## config.mk

```make
export PLATFORM = sky130hd
export DESIGN_NAME = energy_eval_sequencer
export DESIGN_NICKNAME = d
export VERILOG_FILES = /design/src/rtl/energy_eval_sequencer.sv
export SDC_FILE = /design/constraint.sdc
export NUM_CORES = 1
export LEC_CHECK = 0
export BUFFER_PORTS_ARGS = -buffer_cell sky130_fd_sc_hd__buf_4
export CAP_MARGIN = 25
export CORE_AREA = 2 2 234 236
export DETAILED_ROUTE_END_ITERATION = 16
export DIE_AREA = 0 0 236 238
export HOLD_SLACK_MARGIN = 0.05
export MAX_ROUTING_LAYER = met4
export PLACE_DENSITY = 0.61
export SYNTH_ARGS = -nofsm -noshare
export SYNTH_HDL_FRONTEND = slang
export SYNTH_SLANG_ARGS = --single-unit
```

## constraint.sdc

```tcl
create_clock -name clk -period 5.3 [get_ports clk]
set_clock_uncertainty 0.2 [all_clocks]
set_input_delay 1.06 -clock clk [delete_from_list [all_inputs] [get_ports clk]]
set_output_delay 1.06 -clock clk [all_outputs]
set_load 0.02 [all_outputs]
```

## src/rtl/energy_eval_sequencer.sv

```systemverilog
// energy_eval_sequencer: sequences one column-chunked sigma^T J sigma energy
// evaluation (one J-chunk read per chunk), accumulates the signed block sums
// and returns the energy with an accept/reject decision against the best energy.
// Optional build macro: EVAL_PERF_CNT_EN adds the perf_evals / perf_stall counters.
module energy_eval_sequencer #(
   parameter int unsigned VECTOR_SIZE     = 256,
   parameter int unsigned J_ELEMENT_WIDTH = 4,
   parameter int unsigned J_COLS_PER_READ = 4,
   parameter int unsigned NUM_J_CHUNKS    = VECTOR_SIZE / J_COLS_PER_READ,
   parameter int unsigned BLOCK_WIDTH     = $clog2(VECTOR_SIZE) + J_ELEMENT_WIDTH
                                            + $clog2(J_COLS_PER_READ) + 2,
   parameter int unsigned ENERGY_WIDTH    = 2 * $clog2(VECTOR_SIZE) + J_ELEMENT_WIDTH + 1,
   parameter int unsigned ADDR_WIDTH      = 16,
   parameter int unsigned J_BASE_ADDR     = 0
) (
   input  logic                           clk,
   input  logic                           rst_n,
   input  logic                           clear,
   input  logic                           req_valid,
   output logic                           req_ready,
   input  logic [VECTOR_SIZE-1:0]         req_sigma,
   output logic                           mem_req_valid,
   input  logic                           mem_req_ready,
   output logic [ADDR_WIDTH-1:0]          mem_req_addr,
   input  logic                           mem_rsp_valid,
   output logic [VECTOR_SIZE-1:0]         dp_sigma,
   output logic [$clog2(VECTOR_SIZE)-1:0] dp_col_base,
   input  logic signed [BLOCK_WIDTH-1:0]  block_sum,
   output logic                           res_valid,
   input  logic                           res_ready,
   output logic signed [ENERGY_WIDTH-1:0] res_energy,
   output logic                           res_accept,
   output logic signed [ENERGY_WIDTH-1:0] best_energy,
   output logic                           busy,
   output logic                           proto_err
`ifdef EVAL_PERF_CNT_EN
   ,
   output logic [31:0]                    perf_evals,
   output logic [31:0]                    perf_stall
`endif
);

   localparam int unsigned CHUNK_W = $clog2(NUM_J_CHUNKS);
   localparam int unsigned COL_W   = $clog2(VECTOR_SIZE);
   localparam logic [CHUNK_W-1:0] LAST_CHUNK = CHUNK_W'(NUM_J_CHUNKS - 1);
   localparam logic [ADDR_WIDTH-1:0] BASE_ADDR = ADDR_WIDTH'(J_BASE_ADDR);
   localparam logic signed [ENERGY_WIDTH-1:0] ENERGY_MAX = {1'b0, {(ENERGY_WIDTH-1){1'b1}}};

   typedef enum logic [1:0] {S_IDLE, S_FETCH, S_WAIT, S_RESULT} state_t;

   state_t                     state_q;
   logic [CHUNK_W-1:0]         chunk_q;
   logic signed [ENERGY_WIDTH-1:0] acc_q;
   logic                       req_ready_q, mem_req_valid_q, res_valid_q, res_accept_q;
   logic                       busy_q, proto_err_q;
   logic [ADDR_WIDTH-1:0]      addr_q;
   logic [VECTOR_SIZE-1:0]     sigma_q;
   logic [COL_W-1:0]           col_base_q;
   logic signed [ENERGY_WIDTH-1:0] res_energy_q, best_q;

   logic signed [ENERGY_WIDTH-1:0] acc_d;
   logic                       accept_d;
   logic [CHUNK_W-1:0]         chunk_d;
   logic [ADDR_WIDTH-1:0]      addr_d;
   logic [COL_W-1:0]           col_base_d;

   // Running sum with the sign-extended block sum and next-chunk steering values.
   always_comb begin
      acc_d      = acc_q + ENERGY_WIDTH'(block_sum);
      accept_d   = (acc_d < best_q);
      chunk_d    = chunk_q + CHUNK_W'(1);
      addr_d     = BASE_ADDR + ADDR_WIDTH'(chunk_d);
      col_base_d = COL_W'(32'(chunk_d) * J_COLS_PER_READ);
   end

   // Sequencer FSM with registered handshake and result outputs; clear overrides all.
   always_ff @(posedge clk or negedge rst_n) begin
      if (!rst_n) begin
         state_q         <= S_IDLE;
         chunk_q         <= '0;
         acc_q           <= '0;
         req_ready_q     <= 1'b1;
         mem_req_valid_q <= 1'b0;
         addr_q          <= BASE_ADDR;
         sigma_q         <= '0;
         col_base_q      <= '0;
         res_valid_q     <= 1'b0;
         res_energy_q    <= '0;
         res_accept_q    <= 1'b0;
         best_q          <= ENERGY_MAX;
         busy_q          <= 1'b0;
         proto_err_q     <= 1'b0;
      end else if (clear) begin
         state_q         <= S_IDLE;
         req_ready_q     <= 1'b1;
         mem_req_valid_q <= 1'b0;
         res_valid_q     <= 1'b0;
         best_q          <= ENERGY_MAX;
         busy_q          <= 1'b0;
         proto_err_q     <= 1'b0;
      end else begin
         if (mem_rsp_valid && (state_q != S_WAIT)) proto_err_q <= 1'b1;
         unique case (state_q)
            S_IDLE: begin
               if (req_valid) begin
                  sigma_q         <= req_sigma;
                  acc_q           <= '0;
                  chunk_q         <= '0;
                  addr_q          <= BASE_ADDR;
                  col_base_q      <= '0;
                  mem_req_valid_q <= 1'b1;
                  req_ready_q     <= 1'b0;
                  busy_q          <= 1'b1;
                  state_q         <= S_FETCH;
               end
            end
            S_FETCH: begin
               if (mem_req_ready) begin
                  mem_req_valid_q <= 1'b0;
                  state_q         <= S_WAIT;
               end
            end
            S_WAIT: begin
               if (mem_rsp_valid) begin
                  acc_q <= acc_d;
                  if (chunk_q == LAST_CHUNK) begin
                     res_energy_q <= acc_d;
                     res_accept_q <= accept_d;
                     if (accept_d) best_q <= acc_d;
                     res_valid_q  <= 1'b1;
                     state_q      <= S_RESULT;
                  end else begin
                     chunk_q         <= chunk_d;
                     addr_q          <= addr_d;
                     col_base_q      <= col_base_d;
                     mem_req_valid_q <= 1'b1;
                     state_q         <= S_FETCH;
                  end
               end
            end
            S_RESULT: begin
               if (res_ready) begin
                  res_valid_q <= 1'b0;
                  req_ready_q <= 1'b1;
                  busy_q      <= 1'b0;
                  state_q     <= S_IDLE;
               end
            end
            default: state_q <= S_IDLE;
         endcase
      end
   end

   assign req_ready     = req_ready_q;
   assign mem_req_valid = mem_req_valid_q;
   assign mem_req_addr  = addr_q;
   assign dp_sigma      = sigma_q;
   assign dp_col_base   = col_base_q;
   assign res_valid     = res_valid_q;
   assign res_energy    = res_energy_q;
   assign res_accept    = res_accept_q;
   assign best_energy   = best_q;
   assign busy          = busy_q;
   assign proto_err     = proto_err_q;

`ifdef EVAL_PERF_CNT_EN
   logic [31:0] perf_evals_q, perf_stall_q;

   // Completed result handshakes and memory stall cycles, wrapping at 2^32.
   always_ff @(posedge clk or negedge rst_n) begin
      if (!rst_n) begin
         perf_evals_q <= '0;
         perf_stall_q <= '0;
      end else if (clear) begin
         perf_evals_q <= '0;
         perf_stall_q <= '0;
      end else begin
         if ((state_q == S_RESULT) && res_ready) perf_evals_q <= perf_evals_q + 32'd1;
         if (((state_q == S_FETCH) && !mem_req_ready) ||
             ((state_q == S_WAIT) && !mem_rsp_valid))
            perf_stall_q <= perf_stall_q + 32'd1;
      end
   end

   assign perf_evals = perf_evals_q;
   assign perf_stall = perf_stall_q;
`endif

endmodule

```

# Yosys cells after proc, flatten, opt, wreduce, memory -nomap -nowiden
# Index checks and enable logic that the tools add are counted.
# totals
reg_bits	357
latchBits	0
ramBits	0
rom_bits	0
output_inout_bits	328
n_memories	0
# classes
add_sub_neg	2
n_mul	0
div_mod_pow	0
order_cmp	1
n_eq_ne	14
shifts	0
muxes	46
n_bitwise	1
reduce_logical	20
# op_table
op	count
21-bit 2-to-1 mux	7
16-bit 2-to-1 mux	3
21-bit one-hot mux with 2 select lines	1
16-bit one-hot mux with 2 select lines	1
8-bit 2-to-1 mux	3
21-bit by 16-bit adder with 21-bit output	1
21-bit < comparator	1
4-bit AND reduction	5
6-bit 2-to-1 mux	3
3-bit != test, second input constant	6
8-bit one-hot mux with 2 select lines	1
1-bit 2-to-1 mux	15
2-bit 2-to-1 mux	6
6-bit one-hot mux with 2 select lines	1
2-bit nonzero test	6
5-bit AND reduction	2
2-bit != test, second input constant	4
2-bit one-hot mux with 4 select lines	1
6-bit by 1-bit adder with 6-bit output, second input constant	1
6-bit == test, second input constant	1
1-bit one-hot mux with 2 select lines	3
3-bit AND reduction	2
3-bit nonzero test	2
2-bit == test, second input constant	2
other kinds (6)	6

# Depth between registers and ports, before layout
# Gate-level depths: netlist of run 1.
# logic_depth
ltp_word	7
mapped_depth	20
mapped_depth_nobuf	19

# Worst setup path before layout of run 1
# No wires, ideal clock.
# synth_path
path_kind	input port to flip-flop
startpoint	input port block_sum[0]
endpoint	register best_q[1], in the netlist best_energy[1]
setup_time_ns	0.084
t_arrival_ns	4.360
setup_slack_ns	0.656
stages	16
path_buffers	0
path_cell_list	ha_1 -> inv_1 -> fa_1 -> nand2b_1 -> a21oi_1 -> o211ai_1 -> nand2_1 -> xor2_1 -> ha_1 -> a21o_1 -> a211oi_1 -> o21bai_1 -> a21oi_1 -> o211ai_1 -> or4_4 -> a311o_1
# synth_lines
item	line	source
start: declaration	28	input logic signed [BLOCK_WIDTH-1:0] block_sum,
21-bit by 16-bit adder with 21-bit output	69	acc_d = acc_q + ENERGY_WIDTH'(block_sum);
net acc_d[14]	61	logic signed [ENERGY_WIDTH-1:0] acc_d;
21-bit < comparator	70	accept_d = (acc_d < best_q);
2-bit nonzero test (no line)	--	
4-bit AND reduction (no line)	--	
end signal: assignment	90	best_q <= ENERGY_MAX;
end signal: assignment	98	best_q <= ENERGY_MAX;
end signal: assignment	129	if (accept_d) best_q <= acc_d;
end: declaration	59	logic signed [ENERGY_WIDTH-1:0] res_energy_q, best_q;
# The timed path passes the listed nets, and every way through them passes these cells. The select of a mux whose other input is x is not followed.
# A chain may end at the register's enable or synchronous reset.

# Final worst setup path of run 1
# layout_path
startpoint	input port block_sum[0]
endpoint	register best_q[8], in the netlist best_energy[8]
# Same word-level chain as after synthesis.

==> results.cfg, run 1 <==
[routing]
drt_iter0_markers = 356
vias_per_cell = 4.447
drt-total-wl_mm = 45.63
drtAntennaViolNets = 0
drc = 0
vias = 10499
firstDrtPassIters = 6
wl_per_cell_um = 19.33

[critical_path]
path_class = input port to register
slowest_delay_ns = 0.52
cp-end-kind = register
cp.required_ns = 5.60
slowest_stage = or4_4
cp_max_fo = 13
start_kind = input port
path_cells = buf_4, ha_1, inv_1, fa_1, nand2b_1, a21oi_1, buf_4, o211ai_1, nand2_1, xor2_1, ha_1, a21o_1, a211oi_1, o21bai_1, a21oi_1, o211ai_1, or4_4, nand3_2, buf_12, o22a_1
arrival_ns = 4.90

[global_route]
grt_pass1_vias = 11345
globalRouteMet2Util_pct = 27.48
use_met3_pct = 4.153
gr-max-usage-layer = met2
grt_use_met1_pct = 18.32
antenna_found_initial = 1
grt_pass1_wl_mm = 68.14
grtUsageTotal_pct = 16.22
grt.overflow.total = 0
grt_max_degree = 137

[logic_synthesis]
ys_seq_elements = 333
async_flop_share_pct = 100.0
synth_edf_count = 0
yosys_warnings = 0
syn_inst = 1016
seq_area_frac_synth_pct = 59.35
synth_ff_type = dfrtp_1
netlist_area_um2 = 14080
ys_types = 54
syn_area_per_cell_um2 = 13.86

[final_layout]
layoutNonFillerInstCount = 2361
drive_gt1_share_pct = 59.19
area_delta_synth_final_pct = 47.29
nNetsFinal = 1957

[sta]
tns_ns = 0
tightest_slew_ns = 0.9622
slew_viol_final = 0
rsz0062_at_grt = false
slew_headroom_pct = 35.64
period_share_pct = 86.89
finalSetupViolations = 0
min_period_ns = 4.605
timing.fmax_mhz = 217.2
finalHoldViolations = 0

[clock_network]
clkTransAtPathRegs_ns = 0.06
cts_buffers = 40
cts_sinks = 333
clock_path_buffers = 3
cts-root-buf = clkbuf_16
postCtsHoldBufs = 0
postCtsSetupBuffers = 0
clock_latency_ns = 0.55
h-tree-depth = 2
cts_tree = yes
cts_resized = 0

[worst_hold_path]
hold_class = register to register

[placed_design]
numPlacedInstances = 2290
dpl.hpwl_mm = 34.99
port_buffers = 594
gp_congestion = 0.8676

[pwr]
internal_power_uw = 5851
leakagePower_uw = 0.01015
pwr-share-seq_pct = 39.0
combPwrFrac_pct = 30.6
p_sw_uw = 2764
p_total_uw = 8615
power_density_nw_per_um2 = 415.3
clkPwrFrac_pct = 30.5
vdd_drop_max_v = 0.0002391
switching_share_pct = 32.08

[floorplan]
row_count = 85
die_h_um = 238
die_w_um = 236
design.core.area_um2 = 53500
die_area_um2 = 56170
io_pins = 607
initial_core_util_pct = 26.33

[status]
status = completed

[run]
cap_violations = 0
[worst max-delay path, delay by kind of cell]
kind,cells,cell delay (ns)
and+or+nand+nor,4,0.99
adders and majority gates,3,0.84
xor gates and xnor gates,1,0.21
AOI/OAI and AO/OA,8,1.36
buffers and inverters,4,0.45
[state kept, by name (all words and copies together), names as in the netlist]
name	flops
state_q	2
res_energy	21
proto_err	1
acc_q	21
dp_col_base	6
res_accept	1
best_energy	21
res_valid	1
req_ready	1
busy	1
mem_req_valid	1
dp_sigma	256
[placed cells by master, fill, tap and decap left out, types with 17 or more instances in the layout]
| master | count |
|---|---|
| mux2_2 | 261 |
| nor2_1 | 20 |
| o22a_1 | 19 |
| nand2_1 | 68 |
| buf_4 | 618 |
| a21o_1 | 17 |
| dfrtp_1 | 312 |
| a22o_1 | 22 |
| a21oi_1 | 30 |
| clkbuf_16 | 41 |
| dfstp_2 | 21 |
| o21ai_0 | 17 |
| inv_1 | 33 |
| ha_1 | 41 |
[Yosys cell counts (3+ instances only)]
cell	number	area (um^2)
nor3_1	7	35.03
dfrtp_1	312	7807
o211ai_1	4	30.03
clkbuf_1	14	52.55
xor2_1	8	70.07
o21ai_0	18	90.09
xnor2_1	15	131.4
o22a_1	19	166.4
a22o_1	22	192.7
buf_4	18	135.1
mux2_2	261	2939
ha_1	41	513.0
dfstp_2	21	551.8
nand3_1	9	45.04
nand2_1	68	255.2
nand4_1	8	50.05
a21oi_2	3	26.28
a21o_1	17	127.6
nor2_1	20	75.07
nand2b_1	6	37.54
a21oi_1	30	150.1
inv_1	33	123.9
buf_2	26	130.1
[area by class of cell]
type | count | area [um^2]
antenna | 1 | 2.502
clock buffer | 56 | 1162
clock inverter | 14 | 86.33
fill | 5181 | 32750
inverter | 33 | 123.9
multi-input combinational | 600 | 5315
sequential | 333 | 8359
tap | 696 | 870.8
timing repair buffer | 628 | 4825
[power groups by stage]
| stage | logic (uW) | clock network, uW | registers, uW |
|---|---|---|---|
| 2_1_floorplan | 708 | 0 | 3970 |
| 3_3_place_gp | 2640 | 0 | 3370 |
| 3_5_place_dp | 2670 | 0 | 3390 |
| 4_1_cts | 2670 | 2720 | 3360 |
| 5_1_grt | 2780 | 2850 | 3420 |
| 6_report | 2630 | 2630 | 3360 |
[metrics by stage]
stage / utilization [%] / worst slack, ns / instance area [um^2] / hold WS [ns]
floorplan: - / 0.6560 / 14130 / 0.2772
global placement: 36.38 / 0.2895 / 19460 / 0.2632
detailed placement: 36.44 / 0.1533 / 19490 / 0.2650
CTS: 38.77 / 0.7471 / 20740 / 0.2777
global route: 38.78 / 0.4454 / 20740 / 0.3090
finish: 38.78 / 0.6950 / 20740 / 0.2715
[worst paths after layout]
| kind | to | startpoint | depth (start not counted) | slack (ns) |
|---|---|---|---|---|
| max | best_energy[8] | block_sum[0] | 20 | 0.70 |
| min | res_energy[5] | res_energy[5] | 2 | 0.27 |
| max reg2reg | best_energy[8] | acc_q[0] | 19 | 0.93 |
| min reg2reg | res_energy[5] | res_energy[5] | 2 | 0.27 |
| max in group asynchronous | req_ready | rst_n | 2 | 3.48 |
| min in group asynchronous | dp_sigma[43] | rst_n | 1 | 0.40 |
[cells by family (layout without fill, tap and decap cells)]
| group | after synthesis | in the layout | synth area share (%) |
|---|---|---|---|
| xor+xnor | 23 | 23 | 1.430 |
| other cells | 1 | 13 | 0.02662 |
| buf+inv | 94 | 731 | 3.322 |
| fa+ha+maj | 42 | 42 | 3.784 |
| mux | 262 | 262 | 20.94 |
| compound gates | 131 | 131 | 6.973 |
| flops | 333 | 333 | 59.35 |
| simple gates | 130 | 130 | 4.175 |
[metal layers]
layer	wire (um)	share of wire, %	vias to the layer above
li1	-	-	4818
met1	17650	39	5230
met2	23280	51	376
met3	3126	6.9	75
met4	1576	3.5	0
met5	0	0	-
No activity file was read; power rests on OpenSTA's default activity.
==> inputs of run 2 (changes only) <==
CORE_AREA = 2 2 238 240   (was 2 2 234 236)
DIE_AREA = 0 0 240 242   (was 0 0 236 238)
PLACE_DENSITY = 0.6   (was 0.61)
==> results.cfg, run 2 (synthesis gave the netlist of run 1 again) <==
[status]
status = completed

[critical_path]
cp-end-kind = register
cp_max_fo = 19
start_kind = input port
arrival_ns = 4.89
path_buf_inv = 4
path_cells = buf_4, ha_1, inv_1, fa_1, nand2b_1, a21oi_1, buf_4, o211ai_1, a21oi_1, or3b_1, a21oi_2, xnor2_1, ha_1, nand4_1, nor3_1, nand2_1, o211ai_1, or4_4, nand3_2, buf_12, o22a_1
r2r-start = acc_q[0]
slowest_stage = or4_4
slowest_delay_ns = 0.53
r2r_cells = 20
cp.required_ns = 5.58
r2r_setup_slack_ns = 0.92
critPathTopFamily = simple AND/OR/NAND/NOR gates
setup.worst_path.start = block_sum[0]
cp_num_cells = 21
path_class = input port to register
cp-endpoint = best_energy[4]
worstReg2RegEnd = best_energy[4]

[global_route]
grt_pass1_vias = 11384
grtUsageTotal_pct = 16.12
grt.overflow.total = 0
grt_max_degree = 96
antenna_found_initial = 7
grt_pass1_wl_mm = 69.09

[sta]
setup_ws_ns = 0.6857
finalSetupViolations = 0
slew_headroom_pct = 57.13
min_period_ns = 4.614
tns_ns = 0
rsz0062_at_grt = false
timing.fmax_mhz = 216.7
finalHoldViolations = 0
slew_viol_final = 0
period_share_pct = 87.06
tightest_slew_ns = 0.6430
hold_slack_ns = 0.2786

[final_layout]
nNetsFinal = 1960
n_fill_cell = 5474
final_common_cell = buf_4
area_delta_synth_final_pct = 49.47
drive_gt1_share_pct = 59.28
mostFrequentLayoutCells = buf_4 (616), dfrtp_1 (312), mux2_2 (261)
largest_reg_flops = 256

[routing]
firstDrtPassIters = 4
vias = 10547
drc = 0
drt-total-wl_mm = 46.03
vias_per_cell = 4.340
wl_per_cell_um = 18.94
drtAntennaViolNets = 0
drt_iter0_markers = 365

[run]
cap_violations = 0

[floorplan]
die_w_um = 240
design.core.area_um2 = 55730
initial_core_util_pct = 25.27
die_h_um = 242
io_pins = 607
die_area_um2 = 58080
row_count = 87

[clock_network]
cts_buffers = 40
cts_resized = 0
cts_sinks = 333
clock_latency_ns = 0.55
clock_path_buffers = 3
postCtsHoldBufs = 0
cts-root-buf = clkbuf_16
postCtsSetupBuffers = 0
h-tree-depth = 2
cts_tree = yes
clkTransAtPathRegs_ns = 0.05

[pwr]
power_density_nw_per_um2 = 421.2
leakagePower_uw = 0.01025
vdd_drop_max_v = 0.0002921
p_total_uw = 8868

[placed_design]
gp_congestion = 0.9264
dp_slack_ns = 0.1806
dpl.hpwl_mm = 35.68
port_buffers = 594

[worst_hold_path]
hold_class = input port to async pin
-- run 2: how the worst min path moves through the flow --
stage,start,end,slack [ns]
finish,rst_n,dp_sigma[89],0.28
CTS,res_energy[11],res_energy[11],0.28
detailed placement,res_energy[14],res_energy[14],0.27
floorplan,acc_q[19],acc_q[19],0.28
global route,rst_n,dp_sigma[89],0.29
global placement,res_energy[10],res_energy[10],0.27
-- run 2: routing by layer --
layer / global-route usage, % / wire (um) / vias to the layer above
li1: - / - / 4831
met1: 18.63 / 18020 / 5266
met2: 26.44 / 22970 / 373
met3: 5.048 / 3643 / 77
met4: 5.407 / 1391 / 0
met5: - / 0 / -
-- run 2: final cells by class --
cell class              instances  area [um^2]  share of cell area [%]
inverters                      33        123.9                  0.5884
clock inverters                15        221.5                   1.052
repair buffers                631         4908                   23.32
diodes                          4        10.01                 0.04755
multi-input cells             600         5315                   25.25
flip-flops and latches        333         8359                   39.71
well taps                     756        945.9                   4.493
clock buffers                  58         1169                   5.551
-- run 2: worst register-to-register path: stages (launching register included) --
cell and delay [ns]:
dfrtp_1 0.39, ha_1 0.20, inv_1 0.07, fa_1 0.19, nand2b_1 0.14, a21oi_1 0.07
buf_4 0.16, o211ai_1 0.32, a21oi_1 0.11, or3b_1 0.38, a21oi_2 0.16, xnor2_1 0.24
ha_1 0.33, nand4_1 0.10, nor3_1 0.08, nand2_1 0.07, o211ai_1 0.14, or4_4 0.53
nand3_2 0.12, buf_12 0.16, o22a_1 0.15
-- run 2: power breakdown --
part	switching [uW]	internal (uW)	leakage, uW	total [uW]
Sequential	303	3060	0.00400	3360
Clock	1110	1780	0.000685	2890
Combinational	1360	1270	0.00556	2620
Total	2770	6100	0.0102	8870
-- run 2: metrics by stage --
step                      cells  util (%)  cell area [um^2]
after detailed placement   2352     35.23             19640
after global placement     2349     35.14             19580
after global routing       2430     37.77             21050
final                      2430     37.77             21050
after CTS                  2425     37.73             21030
after floorplan            1027         -             14130
==> inputs of run 3 (changes only) <==
==> constraint.sdc (replaced) <==
create_clock -name clk -period 5.3 [get_ports clk]
set_clock_uncertainty 0.2 [all_clocks]
set_input_delay 0.53 -clock clk [delete_from_list [all_inputs] [get_ports clk]]
set_output_delay 0.53 -clock clk [all_outputs]
set_load 0.02 [all_outputs]
==> results.cfg, run 3 (synthesis gave the netlist of run 1 again) <==
[floorplan]
row_count = 87
die_area_um2 = 58080
die_w_um = 240
initial_core_util_pct = 25.27
io_pins = 607
die_h_um = 242
design.core.area_um2 = 55730

[final_layout]
multi_input_area_um2 = 5315
final_util_pct = 42.03
drive_gt1_share_pct = 50.94
n_fill_cell = 5141
seqCellArea_um2 = 8359
area_delta_synth_final_pct = 66.31
nNetsFinal = 2203
final_common_cell = buf_4
mostFrequentLayoutCells = buf_4 (605), dfrtp_1 (312), mux2_2 (261)
largest_reg_flops = 256

[sta]
finalSetupViolations = 0
setup_ws_ns = 0.7411
tightest_slew_ns = 0.8924
slew_headroom_pct = 40.51
period_share_pct = 86.02
min_period_ns = 4.559
tns_ns = 0
timing.fmax_mhz = 219.4
finalHoldViolations = 0
slew_viol_final = 0
hold_slack_ns = 0.1019
rsz0062_at_grt = false

[clock_network]
cts_buffers = 40
clock_latency_ns = 0.55
h-tree-depth = 2
cts_sinks = 333
clock_path_buffers = 3
cts-root-buf = clkbuf_16
cts_tree = yes
clkTransAtPathRegs_ns = 0.05
postCtsSetupBuffers = 0

[routing]
vias = 11586
drc = 0
vias_per_cell = 4.339
wl_per_cell_um = 18.37
drt_iter0_markers = 396
drtAntennaViolNets = 0
drt-total-wl_mm = 49.04
firstDrtPassIters = 4

[critical_path]
path_class = register to register
cp-endpoint = best_energy[6]
setup.worst_path.start = acc_q[0]
cp.required_ns = 5.59
cp_max_fo = 13
r2r_cells = 19
r2r_setup_slack_ns = 0.74
worstReg2RegEnd = best_energy[6]
arrival_ns = 4.85
cp-end-kind = register
r2r-start = acc_q[0]
start_kind = register

[status]
status = completed

[global_route]
antenna_found_initial = 3
grt_max_degree = 128
grt.overflow.total = 0
grt_pass1_vias = 12842
grtUsageTotal_pct = 17.19
grt_pass1_wl_mm = 74.88

[placed_design]
dp_slack_ns = 0.4711
port_buffers = 594
gp_congestion = 0.9278
dpl.hpwl_mm = 35.81

[worst_hold_path]
hold_class = input port to register

[pwr]
internal_power_uw = 6102
switching_share_pct = 31.74
leakagePower_uw = 0.01122
pwr-share-seq_pct = 37.7
vdd_drop_max_v = 0.0002637
p_sw_uw = 2838
clkPwrFrac_pct = 31.3
combPwrFrac_pct = 31.0
power_density_nw_per_um2 = 381.6
p_total_uw = 8939

[run]
cap_violations = 0
## run 3: changes by cell type in the layout (fill, tap and decap cells not counted), sizes merged
cell         previous run  this run
clkinv                  7         8
clkinvlp                1         0
clkbuf                 58        61
buf                   631       616
inv                    35        34
bufinv                  5         2
dlygate4sd3             0       258
diode                   4         2
## run 3: critical path, stage by stage (launching register included)
cell      delay [ns]
dfrtp_1         0.35
ha_1            0.16
inv_1           0.05
fa_1            0.41
nand2b_1        0.19
a21oi_1         0.33
o211ai_1        0.23
nand2_1         0.15
a21o_1          0.12
a21oi_1         0.07
xnor2_1         0.36
ha_1            0.32
o21ai_0         0.16
o21bai_1        0.08
a21oi_1         0.16
o211ai_1        0.15
or4_4           0.54
nand3_2         0.10
buf_4           0.20
o22a_1          0.16
## run 3: per-stage QoR
stage | cell area (um^2) | std cells
after CTS | 23400 | 2667
after detailed placement | 19470 | 2337
after global placement | 19400 | 2333
after floorplan | 14130 | 1027
final | 23430 | 2670
after global routing | 23420 | 2669
## run 3: cell type report
cell class                      instances  area share, %
Timing Repair Buffer                  874          31.26
Inverter                               33         0.5288
Multi-Input combinational cell        600          22.69
Antenna cell                            2        0.02137
Clock buffer                           61          5.165
Sequential cell                       333          35.69
Clock inverter                         11         0.6089
Tap cell                              756          4.038
## run 3: power by group through the flow
| stage | combinational (uW) | clock, uW | sequential [uW] |
|---|---|---|---|
| 6_report | 2770 | 2800 | 3370 |
| 5_1_grt | 2930 | 2990 | 3430 |
| 4_1_cts | 2790 | 2880 | 3360 |
| 3_5_place_dp | 2630 | 0 | 3390 |
| 3_3_place_gp | 2600 | 0 | 3370 |
| 2_1_floorplan | 708 | 0 | 3970 |
## run 3: worst min-delay path by stage
stage                   startpoint  slack, ns  cells after the start              to
finish               mem_rsp_valid       0.10                      3       proto_err
global route             res_ready        0.1                      3       req_ready
CTS                  mem_rsp_valid       0.05                      3       proto_err
detailed placement  res_energy[14]       0.27                      2  res_energy[14]
global placement    res_energy[10]       0.27                      2  res_energy[10]
floorplan                    rst_n       0.03                      0        acc_q[0]
## run 3: timing repair
item,CTS,global route
resized for setup,0,0
hold endpoints to repair,364,0
setup endpoints to repair,0,0
hold buffers,258,0
## run 3: routing by layer
layer / up-vias / part of all wire [%] / global-route usage (%)
li1: 5302 / - / -
met1: 5765 / 39 / 19.53
met2: 414 / 50 / 29.05
met3: 105 / 7.0 / 4.501
met4: 0 / 3.6 / 6.175
met5: - / 0 / -
